--- config.mk ---
export PLATFORM = sky130hd
export DESIGN_NAME = usb_hid_kbd_report_gen
export DESIGN_NICKNAME = d
export VERILOG_FILES = /design/src/rtl/usb_hid_kbd_report_gen.sv
export SDC_FILE = /design/constraint.sdc
export NUM_CORES = 1
export LEC_CHECK = 0
export ABC_CLOCK_PERIOD_IN_PS = 6150
export CAP_MARGIN = 20
export CORE_ASPECT_RATIO = 0.75
export CORE_UTILIZATION = 50
export DETAILED_ROUTE_END_ITERATION = 10
export GPL_ROUTABILITY_DRIVEN = 0
export PLACE_DENSITY = 0.78
export SLEW_MARGIN = 15
export SYNTH_ARGS = -nofsm -noshare
export SYNTH_HDL_FRONTEND = slang
export SYNTH_HIERARCHICAL = 1
export SYNTH_SLANG_ARGS = --single-unit
--- constraint.sdc ---
create_clock -name clk -period 6.15 [get_ports clk]
set_input_delay 1.23 -clock clk [delete_from_list [all_inputs] [get_ports clk]]
set_output_delay 1.23 -clock clk [all_outputs]
set_load 0.02 [all_outputs]
--- src/rtl/usb_hid_kbd_report_gen.sv ---
// HID boot-keyboard report generator: queues key events, batches them into 8-byte press reports, each followed by an all-zero release report.
// Latency: an event pushed into an idle, empty block shows up as ep_valid=1 two cycles after the push edge.
// Backpressure: key_ready drops when the event queue is full; ep_ready low stalls report output with ep_data held.
//
// Ports:
//   clk, usb_rstn                 clock, asynchronous active-low reset
//   key_modifier/key_code         offered key event (keycode 0x00 = modifier-only event)
//   key_valid/key_ready           event handshake; pushed on key_valid && key_ready
//   fifo_level                    number of queued events
//   ep_data/ep_valid/ep_ready     report byte stream towards IN endpoint 0x81
//   report_cnt, drop_cnt          only with USB_HID_KBD_STATS_EN defined: completed press
//                                 reports (wrapping) and refused offer cycles (saturating)

// Generic synchronous FIFO with registered push_rdy and occupancy count.
// Latency: data written on a push is visible at pop_dat from the next cycle.
// Backpressure: push_rdy is low while full; simultaneous push and pop leave the level unchanged.
module usb_hid_kbd_fifo #(
    parameter int WIDTH = 16,
    parameter int DEPTH = 8
) (
    input  logic                     clk,
    input  logic                     usb_rstn,
    input  logic                     push_vld,
    input  logic [WIDTH-1:0]         push_dat,
    output logic                     push_rdy,
    output logic                     pop_vld,
    output logic [WIDTH-1:0]         pop_dat,
    input  logic                     pop_rdy,
    output logic [$clog2(DEPTH):0]   level
);
    localparam int AW = $clog2(DEPTH);
    localparam int LW = AW + 1;

    logic [WIDTH-1:0] mem_q [DEPTH];
    logic [AW-1:0]    wr_ptr_q, wr_ptr_d;
    logic [AW-1:0]    rd_ptr_q, rd_ptr_d;
    logic [LW-1:0]    level_q, level_d;
    logic             push_rdy_q, push_rdy_d;
    logic             push, pop;

    assign push    = push_vld && push_rdy_q;
    assign pop     = pop_rdy && (level_q != '0);
    assign pop_vld = (level_q != '0);
    assign pop_dat = mem_q[rd_ptr_q];
    assign push_rdy = push_rdy_q;
    assign level    = level_q;

    always_comb begin
        // Pointers are AW bits wide and DEPTH is a power of two, so they wrap naturally.
        wr_ptr_d = push ? wr_ptr_q + AW'(1) : wr_ptr_q;
        rd_ptr_d = pop  ? rd_ptr_q + AW'(1) : rd_ptr_q;
        level_d  = level_q;
        if (push && !pop) begin
            level_d = level_q + LW'(1);
        end else if (pop && !push) begin
            level_d = level_q - LW'(1);
        end
        push_rdy_d = (level_d != LW'(DEPTH));
    end

    always_ff @(posedge clk or negedge usb_rstn) begin
        if (!usb_rstn) begin
            wr_ptr_q   <= '0;
            rd_ptr_q   <= '0;
            level_q    <= '0;
            push_rdy_q <= 1'b1;
        end else begin
            wr_ptr_q   <= wr_ptr_d;
            rd_ptr_q   <= rd_ptr_d;
            level_q    <= level_d;
            push_rdy_q <= push_rdy_d;
        end
    end

    // Storage needs no reset: the pointers and level define what is valid.
    always_ff @(posedge clk) begin
        if (push) begin
            mem_q[wr_ptr_q] <= push_dat;
        end
    end
endmodule

module usb_hid_kbd_report_gen #(
    parameter int FIFO_DEPTH = 8,
    parameter int NKEYS      = 6,
    parameter int GAP_CYCLES = 1
) (
    input  logic                          clk,
    input  logic                          usb_rstn,
    input  logic [7:0]                    key_modifier,
    input  logic [7:0]                    key_code,
    input  logic                          key_valid,
    output logic                          key_ready,
    output logic [$clog2(FIFO_DEPTH):0]   fifo_level,
    output logic [7:0]                    ep_data,
    output logic                          ep_valid,
    input  logic                          ep_ready
`ifdef USB_HID_KBD_STATS_EN
    ,
    output logic [15:0]                   report_cnt,
    output logic [15:0]                   drop_cnt
`endif
);
    localparam logic [7:0] GAP_INIT = 8'(GAP_CYCLES - 1);

    typedef enum logic [2:0] {
        IDLE,
        GATHER,
        SEND_PRESS,
        GAP_P,
        SEND_REL,
        GAP_R
    } state_t;

    // Event queue: {modifier, keycode}.
    logic        head_vld;
    logic [15:0] head_dat;
    logic        pop;
    logic [7:0]  head_mod, head_code;

    usb_hid_kbd_fifo #(
        .WIDTH (16),
        .DEPTH (FIFO_DEPTH)
    ) u_fifo (
        .clk      (clk),
        .usb_rstn (usb_rstn),
        .push_vld (key_valid),
        .push_dat ({key_modifier, key_code}),
        .push_rdy (key_ready),
        .pop_vld  (head_vld),
        .pop_dat  (head_dat),
        .pop_rdy  (pop),
        .level    (fifo_level)
    );

    assign head_mod  = head_dat[15:8];
    assign head_code = head_dat[7:0];

    state_t          state_q, state_d;
    logic [2:0]      idx_q, idx_d;
    logic [2:0]      cnt_q, cnt_d;
    logic [7:0]      mod_q, mod_d;
    logic [5:0][7:0] keys_q, keys_d;
    logic [7:0]      gap_q, gap_d;
    logic            ep_valid_q, ep_valid_d;
    logic [7:0]      ep_data_q, ep_data_d;

    logic            consume;
    logic            dup;
    logic            can_join;
    logic [2:0]      idx_nxt;
    logic [2:0]      slot;
    logic [7:0]      press_byte;

    assign consume  = ep_valid_q && ep_ready;
    assign ep_valid = ep_valid_q;
    assign ep_data  = ep_data_q;

    // Unused batch slots are held at zero and a joining keycode is never zero,
    // so scanning all slots is equivalent to scanning only the filled ones.
    always_comb begin
        dup = 1'b0;
        for (int i = 0; i < 6; i++) begin
            if (keys_q[i] == head_code) begin
                dup = 1'b1;
            end
        end
    end

    assign can_join = head_vld && (head_mod == mod_q) && (head_code != 8'h00) &&
                      !dup && (cnt_q < 3'(NKEYS));

    // Byte presented after the current press byte is consumed (idx 1..7).
    always_comb begin
        idx_nxt    = idx_q + 3'd1;
        slot       = idx_nxt - 3'd2;
        press_byte = (idx_nxt < 3'd2) ? 8'h00 : keys_q[slot];
    end

    always_comb begin
        state_d    = state_q;
        idx_d      = idx_q;
        cnt_d      = cnt_q;
        mod_d      = mod_q;
        keys_d     = keys_q;
        gap_d      = gap_q;
        ep_valid_d = ep_valid_q;
        ep_data_d  = ep_data_q;
        pop        = 1'b0;
        case (state_q)
            IDLE: begin
                if (head_vld) begin
                    pop       = 1'b1;
                    mod_d     = head_mod;
                    keys_d    = '0;
                    keys_d[0] = head_code;
                    cnt_d     = 3'd1;
                    // A modifier-only event closes the batch immediately.
                    if (head_code == 8'h00) begin
                        state_d    = SEND_PRESS;
                        idx_d      = 3'd0;
                        ep_valid_d = 1'b1;
                        ep_data_d  = head_mod;
                    end else begin
                        state_d = GATHER;
                    end
                end
            end
            GATHER: begin
                if (can_join) begin
                    pop           = 1'b1;
                    keys_d[cnt_q] = head_code;
                    cnt_d         = cnt_q + 3'd1;
                end else begin
                    state_d    = SEND_PRESS;
                    idx_d      = 3'd0;
                    ep_valid_d = 1'b1;
                    ep_data_d  = mod_q;
                end
            end
            SEND_PRESS: begin
                if (consume) begin
                    if (idx_q == 3'd7) begin
                        state_d    = GAP_P;
                        gap_d      = GAP_INIT;
                        ep_valid_d = 1'b0;
                        ep_data_d  = 8'h00;
                    end else begin
                        idx_d     = idx_nxt;
                        ep_data_d = press_byte;
                    end
                end
            end
            GAP_P: begin
                if (gap_q == 8'd0) begin
                    state_d    = SEND_REL;
                    idx_d      = 3'd0;
                    ep_valid_d = 1'b1;
                    ep_data_d  = 8'h00;
                end else begin
                    gap_d = gap_q - 8'd1;
                end
            end
            SEND_REL: begin
                if (consume) begin
                    if (idx_q == 3'd7) begin
                        state_d    = GAP_R;
                        gap_d      = GAP_INIT;
                        ep_valid_d = 1'b0;
                    end else begin
                        idx_d = idx_nxt;
                    end
                end
            end
            GAP_R: begin
                if (gap_q == 8'd0) begin
                    state_d = IDLE;
                end else begin
                    gap_d = gap_q - 8'd1;
                end
            end
            default: begin
                state_d    = IDLE;
                ep_valid_d = 1'b0;
                ep_data_d  = 8'h00;
            end
        endcase
    end

    always_ff @(posedge clk or negedge usb_rstn) begin
        if (!usb_rstn) begin
            state_q    <= IDLE;
            idx_q      <= 3'd0;
            cnt_q      <= 3'd0;
            mod_q      <= 8'h00;
            keys_q     <= '0;
            gap_q      <= 8'd0;
            ep_valid_q <= 1'b0;
            ep_data_q  <= 8'h00;
        end else begin
            state_q    <= state_d;
            idx_q      <= idx_d;
            cnt_q      <= cnt_d;
            mod_q      <= mod_d;
            keys_q     <= keys_d;
            gap_q      <= gap_d;
            ep_valid_q <= ep_valid_d;
            ep_data_q  <= ep_data_d;
        end
    end

`ifdef USB_HID_KBD_STATS_EN
    logic        press_done;
    logic [15:0] report_cnt_q, report_cnt_d;
    logic [15:0] drop_cnt_q, drop_cnt_d;

    assign press_done = (state_q == SEND_PRESS) && consume && (idx_q == 3'd7);

    always_comb begin
        report_cnt_d = press_done ? report_cnt_q + 16'd1 : report_cnt_q;
        drop_cnt_d   = drop_cnt_q;
        if (key_valid && !key_ready && (drop_cnt_q != 16'hFFFF)) begin
            drop_cnt_d = drop_cnt_q + 16'd1;
        end
    end

    always_ff @(posedge clk or negedge usb_rstn) begin
        if (!usb_rstn) begin
            report_cnt_q <= 16'd0;
            drop_cnt_q   <= 16'd0;
        end else begin
            report_cnt_q <= report_cnt_d;
            drop_cnt_q   <= drop_cnt_d;
        end
    end

    assign report_cnt = report_cnt_q;
    assign drop_cnt   = drop_cnt_q;
`endif
endmodule

# Word-level counts from Yosys, hierarchy flattened

Memory sizes are Yosys's and may differ from the RTL's.
Cells that the tools add are included.

Register bits after elaboration: 93
Bits in latches: 0
RAM bits: 128
ROM bits: 0
Word-level logic and storage cells: 151
Memories kept: 1

Memory list:

| name         | words | width | read ports | clocked after Yosys merged registers in | write ports | RTL line | text |
|---|---|---|---|---|---|---|---|
| u_fifo.mem_q | 8     | 16    | 1          | 0                                       | 1           | 34       | `logic [WIDTH-1:0] mem_q [DEPTH];` |

$add $sub $neg: 8
$mul: 0
Divide/modulo/power cells: 0
$lt $le $gt $ge: 5
Equality and inequality tests: 28
Shifts and indexed selects: 0
Muxes and demuxes: 59
Bitwise operators: 2
Reductions and logical operators: 31

Operators by type and width:

| kind                                                        | count |
|---|---|
| 2-to-1 mux 48 bit                                           | 2 |
| 2-to-1 mux 8 bit                                            | 12 |
| case mux 48 bit (2 select lines)                            | 1 |
| equality test 8 bit                                         | 7 |
| bitwise mux 48 bit                                          | 1 |
| 2-to-1 mux 3 bit                                            | 15 |
| case mux 8 bit (5 select lines)                             | 1 |
| binary-select mux 8 bit (select 3 bit)                      | 1 |
| demux 8 bit (select 3 bit)                                  | 1 |
| != test 2 bit (second input constant)                       | 12 |
| case mux 3 bit (6 select lines)                             | 1 |
| zero test 8 bit                                             | 2 |
| 2-to-1 mux 1 bit                                            | 16 |
| case mux 8 bit (2 select lines)                             | 1 |
| AND reduction 7 bit                                         | 2 |
| adder 3 x 1 -> 3 bit (second input constant)                | 4 |
| case mux 3 bit (4 select lines)                             | 1 |
| logical AND 1 bit                                           | 10 |
| equality test 3 bit (second input constant)                 | 3 |
| less-than comparator 3 x 4 -> 1 bit (second input constant) | 2 |
| 2-to-1 mux 4 bit                                            | 2 |
| AND reduction 8 bit                                         | 1 |
| nonzero test 4 bit                                          | 2 |
| nonzero test 8 bit                                          | 1 |
| 24 further kinds                                            | 32 |

# Depth between registers and ports, before layout

An unclocked memory read counts as a cell.

Depth after elaboration: 18
Mapped depth: 17
Gate-level depth less buffers: 12

# Hierarchy

The synthesis kept the hierarchy.

Modules (own cells, without submodules):

| module                 | instances | cells each | area each (um^2) | sequential area each (um^2) |
|---|---|---|---|---|
| usb_hid_kbd_fifo       | 1         | 260        | 5634.2           | 4120.2 |
| usb_hid_kbd_report_gen | 1         | 438        | 4909.7           | 2052.0 |

# Least setup slack after synthesis

Ideal clock, no wire load.

Path kind: reg2reg
Start: register u_fifo.rd_ptr_q[0]
End: register u_fifo.level_q[3], in the netlist u_fifo/level[3]
Library setup time: 120 ps
Arrival: 3691 ps
Required time: 6030 ps
Setup slack: 2339 ps
Stages on the path, launching flop included: 16
Buffers on the path: 5
Cell sequence: dfrtp_1 > buf_6 > buf_6 > mux4_1 > mux2_2 > xnor2_1 > nand3_1 > or4_1 > or3_1 > buf_6 > clkbuf_1 > nand2_1 > buf_2 > a21oi_1 > a221o_1 > and3_1

Elaborated cells on any way between the ends: 28
Those cells by class: 7 x eq/ne; 10 x mux; 10 x reduce/logical; 1 x memory

RTL lines:

| element                                                      | RTL line | text |
|---|---|---|
| start: declaration                                           | 36       | `logic [AW-1:0] rd_ptr_q, rd_ptr_d;` |
| start signal: assignment                                     | 69       | `rd_ptr_q <= rd_ptr_d;` |
| memory (8 x 16 bit) *                                        | -        |  |
| net head_dat[9]                                              | 117      | `logic [15:0] head_dat;` |
| equality test 8 bit *                                        | 170      | `assign can_join = head_vld && (head_mod == mod_q) && (head_code != 8'h00) &&` |
| logical AND 1 bit * (3 in series)                            | 170      |  |
| logical AND 1 bit *                                          | 171      | `!dup && (cnt_q < 3'(NKEYS));` |
| 2-to-1 mux 1 bit *                                           | 210      | `if (can_join) begin` |
| case mux 1 bit (2 select lines) *                            | 190      | `case (state_q)` |
| net pop                                                      | 118      | `logic pop;` |
| logical AND 1 bit *                                          | 42       | `assign pop = pop_rdy && (level_q != '0);` |
| logical AND 1 bit / zero test 1 bit (equally long branches)  | 55, 53   |  |
| 2-to-1 mux 4 bit / logical AND 1 bit (equally long branches) | 55, 53   |  |
| 2-to-1 mux 4 bit *                                           | 53       | `if (push && !pop) begin` |
| net u_fifo.level_d[3]                                        | 37       | `logic [LW-1:0] level_q, level_d;` |
| end signal: assignment                                       | 70       | `level_q <= level_d;` |
| end: declaration                                             | 37       |  |

The timed path passes the listed nets; every way through them passes the cells marked *.
A chain may end at the register's enable or synchronous reset.

# Worst setup path in the final report

Start: register u_fifo.rd_ptr_q[0]
End: register u_fifo.level_q[3], in the netlist u_fifo/level[3]

Cells in the longest elaborated chain, start to end: 17
Elaborated cells on any way between the ends: 28
Those cells by class: 7 x eq/ne; 10 x mux; 10 x reduce/logical; 1 x memory

RTL lines:

| element                                                      | RTL line | text |
|---|---|---|
| memory (8 x 16 bit) *                                        | -        |  |
| net head_dat[4]                                              | 117      |  |
| equality test 8 bit                                          | 164      | `if (keys_q[i] == head_code) begin` |
| 2-to-1 mux 1 bit (6 in series)                               | 164      |  |
| zero test 1 bit                                              | 171      |  |
| logical AND 1 bit *                                          | 170      |  |
| logical AND 1 bit *                                          | 171      |  |
| 2-to-1 mux 1 bit *                                           | 210      |  |
| case mux 1 bit (2 select lines) *                            | 190      |  |
| net pop                                                      | 118      |  |
| logical AND 1 bit *                                          | 42       |  |
| logical AND 1 bit / zero test 1 bit (equally long branches)  | 55, 53   |  |
| 2-to-1 mux 4 bit / logical AND 1 bit (equally long branches) | 55, 53   |  |
| 2-to-1 mux 4 bit *                                           | 53       |  |
| net u_fifo.level_d[3]                                        | 37       |  |

Marks and branches as above.

==> summary.txt <==
Worst path cell trace -> buf_4, mux4_2, mux2_2, or4_1, nor2_1, or4_1, or3_1, nand2_1, a21bo_2, nor2_1, a221o_1, and3_1
Area leader, netlist -> edfxtp_1
Layout cells sized above 1 -> 18.2%
Clk sinks -> 221
Worst Skew -> 0.0161 ns
Slowest stage cell, crit path -> dfrtp_1
Top FF cell, synth -> edfxtp_1
Fin. max-slew vios -> 0
First-pass GRT wire length -> 35.8 mm
Top cells by area, synth -> edfxtp_1, dfrtp_1, mux4_1
CTS buffer count -> 21
Placed insts -> 979
Post-synthesis register bit count -> 221
Largest net degree at the start of global routing -> 86
Io pins -> 34
Die area -> 21700 um^2
Ant. Diodes -> 0
Final setup viols -> 0
Crit Reg-Reg Startpoint -> u_fifo/rd_ptr_q[0]
Number of DRC markers in iteration 0 -> 672
Worst Setup EP -> u_fifo/level[3]
LEAKAGE -> 0.00442 uW
CTS H-tree depth -> 1
Ys async rst share -> 42.1%
First-pass detailed-route iteration total -> 5
Final Util -> 58.1%
Max clock buf depth -> 3
Post-Syn Area per Cell -> 15.1 um^2
Unrepaired setup endpoints after global routing -> false
Post-synth EDFFs -> 128
HP Class -> reg -> reg
Nets@finish -> 751
Hold Slack -> 0.515 ns
Hold_buf cts -> 0
R2r endpoint -> u_fifo/level[3]
Status -> complete, no violations
Row cnt -> 45
Leading cell type in the layout, fill and taps excluded -> edfxtp_1
Most frequent cells in the layout -> edfxtp_1, dfrtp_1, xor2_1, nand2_1, a32o_1
Synth warn -> 6
CP arrival -> 5.26 ns
Max_slew headroom -> 31.0%
Post-Synthesis Cells -> 698
Vias per inst -> 6.21
Post-Route WL -> 22.4 mm
Input/output buffers -> 33
Die Ht -> 128 um
R2r setup slk -> 1.28 ns
Peak supply drop -> 0.273 mV
DP Wirelength -> 14.4 mm
Critical Path Source -> u_fifo/rd_ptr_q[0]
Synth Cell Area -> 10500 um^2
Worst EP required -> 6.53 ns
Post-synth top area share -> 36.5%
Setup TNS -> 0 ns
CTS tree -> done
Reg2Reg Depth -> 12
Die W -> 170 um
Initial antenna violation count -> 0
Root Buffer -> clkbuf_16
Power density over the cells -> 509 nW/um^2
Non-Filler Instances -> 1017
Post-CTS Resized -> 0
Via Count -> 6318
Reg clk slew, reported paths -> 0.06 ns
Area growth from synthesis to layout -> 12.6%
Distinct cells, synth -> 69
Startpoint types -> register
Final worst path period share -> 79.2%
Clock latency on the worst-skew pair -> 0.50 ns
Critical Path Max Stage Delay -> 0.86 ns
Wirelength per Cell -> 22.1 um
Gr usage total -> 21.6%
Vias in the first global route -> 6457
Total grt overflow -> 0
Final antenna-violating net count -> 0
Final Hold Vio Count -> 0
Worst Path Max Fanout -> 16
Highest clock rate -> 205 MHz
Initial Util -> 51.6%
Min Clock Period, post-route -> 4.87 ns
Max-cap violations -> 0
Post-route design area -> 11900 um^2
Crit path capture type -> register
CP Class -> reg -> reg
Post-CTS setup buffer count -> 0
Post-DP Area -> 11100 um^2
DRC Markers -> 0
Register area share after synthesis -> 58.5%
Net Count, Synth -> 728
Core Box Area -> 20400 um^2
Tightest Pin Transition -> 1.03 ns
[worst min-delay path by stage]
stage | from | endpoint | slack, ns | cells after the start
floorplan | idx_q[1] | idx_q[1] | 0.48 | 1
global placement | ep_data[2] | ep_data[2] | 0.50 | 1
detailed placement | ep_data[1] | ep_data[1] | 0.51 | 1
CTS | ep_data[1] | ep_data[1] | 0.52 | 1
global route | ep_data[4] | ep_data[4] | 0.53 | 1
finish | ep_data[1] | ep_data[1] | 0.52 | 1
[state kept, by name (all words and copies together), names as in the netlist]
register and cells:
cnt_q 3, gap_q 8, keys_q 48, state_q 3
ep_data 8, u_fifo/mem_q 128, u_fifo/level 4, mod_q 8
u_fifo/wr_ptr_q 3, ep_valid 1, idx_q 3, u_fifo/push_rdy 1
u_fifo/rd_ptr_q 3
[critical path, delay by kind of cell (launching register included)]
family                 cells  cell delay [ns]
AOI/OAI and AO/OA          2             0.74
buffers and inverters      1             0.42
muxes                      2             0.95
and+or+nand+nor            7             1.78
DFF                        1             0.86
[through the flow]
| step | worst slack [ns] | power, uW |
|---|---|---|
| after floorplan | 2.34 | 4030 |
| after global placement | 1.62 | 4550 |
| after detailed placement | 1.40 | 4660 |
| after CTS | 1.39 | 6020 |
| after global routing | 1.06 | 6340 |
| final | 1.28 | 6040 |
[cells by family after synthesis]
family	after synthesis	synth area share [%]
buffers and inverters	59	2.85
adders and majority gates	10	1.19
DFF	221	58.5
and+or+nand+nor	144	7.24
AOI/OAI and AO/OA	104	9.32
xor gates and xnor gates	66	5.48
muxes	94	15.4
[synthesized netlist by cell type (all sizes together), types with 10 or more instances]
master,instances
nor2,22
a32o,41
xnor2,23
edfxtp,128
dfrtp,92
nand4,11
xor2,43
ha,10
mux2,46
nor3,14
inv,12
nor4,12
nand2,43
mux4,40
a21oi,10
clkbuf,19
buf,27
[final cells by class]
class,count,area (um^2)
Sequential cell,221,6170
Fill cell,1517,8570
Inverter,13,48.8
Tap cell,282,353
Multi-Input combinational cell,418,4120
Clock buffer,27,568
Timing Repair Buffer,46,449
Clock inverter,10,154
[per-layer routing]
layer	track usage [%]	vias up	share of wire (%)
li1	-	2791	-
met1	31.9	3249	44
met3	4.01	26	8.0
met5	0	-	0
met2	33.5	252	47
met4	4.56	0	1.2
[report_power, final]
group	internal, uW	leakage, uW	total, uW	switching [uW]
clock network	821	0.000352	1350	529
registers	1880	0.00236	2190	315
logic	1100	0.00171	2500	1390
total	3800	0.00442	6040	2240
Power figures use the tool's default switching activity.
